**src/rtl/serial_subtractor.sv**
```systemverilog
// serial_subtractor: bit-serial unsigned subtractor, one bit per clock, LSB first.
//
// A start request in IDLE (or in DONE, for back-to-back operation) captures
// the operands. RUN then spends exactly WIDTH cycles rippling a borrow through
// the operand bits. The result registers load on the final RUN edge, and a
// one-cycle done pulse follows.
//
// Ports:
//   clk    - rising-edge clock
//   rst_n  - asynchronous active-low reset
//   start  - begin a subtraction (accepted in IDLE or DONE)
//   a, b   - minuend / subtrahend, sampled on the accepting edge
//   busy   - high while a subtraction is in progress (RUN)
//   done   - one-cycle pulse marking a new valid result (DONE)
//   diff   - registered (a - b) mod 2^WIDTH
//   borrow - registered borrow-out, high iff a < b
//   zero   - registered flag, high iff diff == 0
module serial_subtractor #(
  parameter int unsigned WIDTH = 4
) (
  input  logic             clk,
  input  logic             rst_n,
  input  logic             start,
  input  logic [WIDTH-1:0] a,
  input  logic [WIDTH-1:0] b,
  output logic             busy,
  output logic             done,
  output logic [WIDTH-1:0] diff,
  output logic             borrow,
  output logic             zero
);

  localparam int unsigned CNT_W = $clog2(WIDTH);
  localparam logic [CNT_W-1:0] LAST_BIT = CNT_W'(WIDTH - 1);

  typedef enum logic [1:0] {
    IDLE = 2'd0,
    RUN  = 2'd1,
    DONE = 2'd2
  } state_t;

  state_t state;
  state_t state_next;

  logic [WIDTH-1:0] a_sr;
  logic [WIDTH-1:0] b_sr;
  logic [WIDTH-1:0] res_sr;
  logic             br;
  logic [CNT_W-1:0] cnt;

  logic             load_c;
  logic             step_c;
  logic             finish_c;
  logic             d_c;
  logic             br_next_c;
  logic [WIDTH-1:0] result_c;

  // One full-subtractor slice on the current LSBs.
  always_comb begin
    d_c       = a_sr[0] ^ b_sr[0] ^ br;
    br_next_c = (~a_sr[0] & b_sr[0]) | (~(a_sr[0] ^ b_sr[0]) & br);
    // Difference bit enters at the MSB so the result is aligned after WIDTH shifts.
    result_c  = {d_c, res_sr[WIDTH-1:1]};
  end

  // Next-state and datapath control.
  always_comb begin
    state_next = state;
    load_c     = 1'b0;
    step_c     = 1'b0;
    finish_c   = 1'b0;
    case (state)
      IDLE: begin
        if (start) begin
          load_c     = 1'b1;
          state_next = RUN;
        end
      end
      RUN: begin
        // start is deliberately ignored here.
        step_c = 1'b1;
        if (cnt == LAST_BIT) begin
          finish_c   = 1'b1;
          state_next = DONE;
        end
      end
      DONE: begin
        if (start) begin
          load_c     = 1'b1;
          state_next = RUN;
        end else begin
          state_next = IDLE;
        end
      end
      default: begin
        state_next = IDLE;
      end
    endcase
  end

  // State register; busy/done are registered decodes of the next state.
  always_ff @(posedge clk or negedge rst_n) begin
    if (!rst_n) begin
      state <= IDLE;
      busy  <= 1'b0;
      done  <= 1'b0;
    end else begin
      state <= state_next;
      busy  <= (state_next == RUN);
      done  <= (state_next == DONE);
    end
  end

  // Operand/result shift registers, borrow flop and bit counter.
  always_ff @(posedge clk or negedge rst_n) begin
    if (!rst_n) begin
      a_sr   <= '0;
      b_sr   <= '0;
      res_sr <= '0;
      br     <= 1'b0;
      cnt    <= '0;
    end else if (load_c) begin
      a_sr   <= a;
      b_sr   <= b;
      res_sr <= '0;
      br     <= 1'b0;
      cnt    <= '0;
    end else if (step_c) begin
      a_sr   <= a_sr >> 1;
      b_sr   <= b_sr >> 1;
      res_sr <= result_c;
      br     <= br_next_c;
      cnt    <= cnt + CNT_W'(1);
    end
  end

  // Result outputs load only on the final RUN edge and otherwise hold.
  always_ff @(posedge clk or negedge rst_n) begin
    if (!rst_n) begin
      diff   <= '0;
      borrow <= 1'b0;
      zero   <= 1'b0;
    end else if (finish_c) begin
      diff   <= result_c;
      borrow <= br_next_c;
      zero   <= (result_c == '0);
    end
  end

endmodule

```
**config.mk**
```make
export PLATFORM = sky130hd
export DESIGN_NAME = serial_subtractor
export DESIGN_NICKNAME = d
export VERILOG_FILES = /design/src/rtl/serial_subtractor.sv
export SDC_FILE = /design/constraint.sdc
export NUM_CORES = 1
export LEC_CHECK = 0
export CORE_MARGIN = 1.5
export CORE_UTILIZATION = 60
export CTS_CLUSTER_DIAMETER = 150
export CTS_CLUSTER_SIZE = 30
export DETAILED_ROUTE_END_ITERATION = 16
export DONT_BUFFER_PORTS = 1
export PLACE_DENSITY_LB_ADDON = 0.3
export SLEW_MARGIN = 10
export SYNTH_ARGS = -nofsm -noshare
export SYNTH_HDL_FRONTEND = slang
export SYNTH_SLANG_ARGS = --single-unit
```
**constraint.sdc**
```tcl
create_clock -name clk -period 1.6 [get_ports clk]
set_input_delay 0.32 -clock clk [delete_from_list [all_inputs] [get_ports clk]]
set_output_delay 0.32 -clock clk [all_outputs]
set_load 0.01 [all_outputs]
```
==> qor.yml <==
grt_pass1_wl_um: 2940
cp-start-kind: "flip-flop"
hold_path_end: "busy"
synth.distinct_cells: 20
slew_headroom: 0.290
finalSetupTns_ns: 0
grt_pass1_vias: 671
p_seq_frac: 0.495
synthCells: 86
critPathTopFamily: "adder cells"
busiest_layer: "met2"
fmax_mhz: 664
start_util: 0.660
first_pass_iters: 5
coreArea_um2: 1800
tritoncts: "built"
p_total_w: 0.00237
diodes: 0
ctsResizeCount: 0
syn_to_final_growth_pct: 3.47
syn-cell-area_um2: 1190
place.gp.congestion: 0.697
ff2ff_path_depth: 4
regToRegStartpoint: "b_sr[0]"
numCtsBuffers: 3
die_h_um: 47.5
dieWidth_um: 47.5
multi_input_area_um2: 526
outcome: "complete, no violations"
worst_pin_slew_ns: 1.06
whs_path_depth: 1
slew_viol_final: 0
cts_buffer_depth: 2
numPortBuffers: 0
cp_data_arrival_time_ns: 1.71
drv_cap: 0
reg2reg_to: "res_sr[3]"
drive_gt1_frac: 0.216
grt_usage: 0.188
grt_antenna_before_repair: 0
power_switching_w: 0.000830
cpPeakStageDelay_ns: 0.45
p_per_area_nw_per_um2: 1930
use_met3: 0.0415
ctsRootBufferMaster: "clkbuf_4"
dieArea_um2: 2260
finalClockSkew_ns: 0.00513
htreeDepth: 1
min_period_over_period: 0.941
setup_violations: 0
clock_sinks: 24
p_clk_frac: 0.105
ant_nets: 0
register_area_um2: 601
synth_warnings: 0
global_route.overflow_total: 0
ctsHoldBuffers: 1
worstPathMaxFanout: 3
clock_latency_ns: 0.30
timing.critical_path.slowest_stage_cell: "fa_1"
wire_per_inst_um: 16.8
drc: 0
use_met2: 0.308
cp_num_buf_inv: 1
hold_viol: 0
fill_cells: 139
grtUsageMet1: 0.255
crit_chain: "inv_1 > fa_1 > mux2_2 > a22o_1"
grt_max_degree: 25
crit_path_end_kind: "flip-flop"
swShare: 0.350
cp_data_required_time_ns: 1.80
irDropWorstVdd_mv: 1.03
io_pins: 19
path_class: "flip-flop to flip-flop"
drtIter0Drc: 5
hp-start: "start"
syn_nets: 99
final_nets: 103
ys_ff_latch: 24
cts_setup_buffers: 0
p_int_w: 0.00154
fp-row-count: 15
rsz0062_at_grt: "false"
r2r_slack_ns: 0.09
synth_seq_area_share: 0.505
hold_class: "input port to flip-flop"
dp_hpwl_um: 1350
path_clk_slew_ns: 0.12
vias_per_cell: 5.89
postSynthAreaPerCell_um2: 13.8
drt-total-wl_um: 1900
p_leak_nw: 0.621
worst_hold_slack_ns: 0.166
vias: 666
period_minus_slack_ns: 1.51
combinationalPowerShare: 0.400
==> cell usage after synthesis, drive strengths merged <==
cell type	number	area [um^2]
ha	1	12.5
buf	5	45.0
nand2b	1	6.26
xnor2	1	8.76
mux2	11	146
fa	1	20.0
nor4	1	6.26
dfrtp	24	601
mux2i	21	210
o21ai	2	10.0
nor2	2	7.51
a22o	5	43.8
or2b	1	7.51
nor3b	1	7.51
nand3b	1	20.0
inv	5	18.8
a31o	1	8.76
nand3	2	10.0
==> final cells by class <==
class | count | area share
tap | 25 | 0.0254
timing repair buffer | 4 | 0.0264
sequential | 24 | 0.488
multi-input combinational | 52 | 0.427
inverter | 5 | 0.0152
clock buffer | 3 | 0.0183
==> flip-flops by register name (all words and copies together), names as in the netlist, 2 cells and up <==
| signal | cells |
|---|---|
| a_sr | 4 |
| b_sr | 4 |
| cnt | 2 |
| diff | 4 |
| res_sr | 3 |
| state | 2 |
==> stage by stage <==
stage	setup WS, ns	area [um^2]	util	std cells
2_1_floorplan	0.162	1190	-	86
3_3_place_gp	0.144	1200	0.665	109
3_5_place_dp	0.0970	1200	0.665	109
4_1_cts	0.0839	1230	0.683	113
5_1_grt	0.0265	1230	0.683	113
6_report	0.0949	1230	0.683	113
==> worst max-delay path by stage <==
stage | start | to | slack (ns) | depth (start not counted)
floorplan | a_sr[0] | res_sr[3] | 0.16 | 3
global placement | a_sr[0] | res_sr[3] | 0.14 | 3
detailed placement | a_sr[0] | res_sr[3] | 0.1 | 3
CTS | a_sr[0] | res_sr[3] | 0.08 | 3
global route | b_sr[0] | res_sr[3] | 0.03 | 4
finish | b_sr[0] | res_sr[3] | 0.09 | 4
==> routing by layer <==
| layer | part of all wire | routed length [um] |
|---|---|---|
| met1 | 0.47 | 904 |
| met2 | 0.50 | 943 |
| met3 | 0.029 | 55 |
| met4 | 0 | 0 |
| met5 | 0 | 0 |
==> power groups by stage <==
| stage | clock network [W] | registers, W | logic (W) |
|---|---|---|---|
| after floorplan | 0 | 0.00107 | 0.000901 |
| after global placement | 0 | 0.00117 | 0.000898 |
| after detailed placement | 0 | 0.00119 | 0.000947 |
| after CTS | 0.000262 | 0.00117 | 0.000967 |
| after global routing | 0.000280 | 0.00121 | 0.00105 |
| final | 0.000249 | 0.00118 | 0.000950 |
==> kinds of logic (layout without fill, tap and decap cells) <==
family | count (synthesis) | count (layout) | synth area share
muxes | 32 | 32 | 0.300
DFF | 24 | 24 | 0.505
buffers and inverters | 10 | 12 | 0.0536
and+or+nand+nor | 9 | 9 | 0.0547
AOI/OAI and AO/OA | 8 | 8 | 0.0526
adders and majority gates | 2 | 2 | 0.0273
xor gates and xnor gates | 1 | 1 | 0.00736
==> cells in the final DEF, fill, tap and decap left out, types with 2 or more instances in the layout <==
master    instances
o21ai_0           2
mux2_2            5
nor2_1            2
mux2_4            6
a22o_1            5
mux2i_1          21
dfrtp_1          24
nand3_1           2
inv_1             5
buf_4             3
clkbuf_4          3
==> worst register-to-register path, cell delays in order (launching register included) <==
cell and delay, ns:
dfrtp_1 0.41, inv_1 0.09, fa_1 0.45, mux2_2 0.28, a22o_1 0.18
Note: power is estimated with default switching activity, not from simulation.
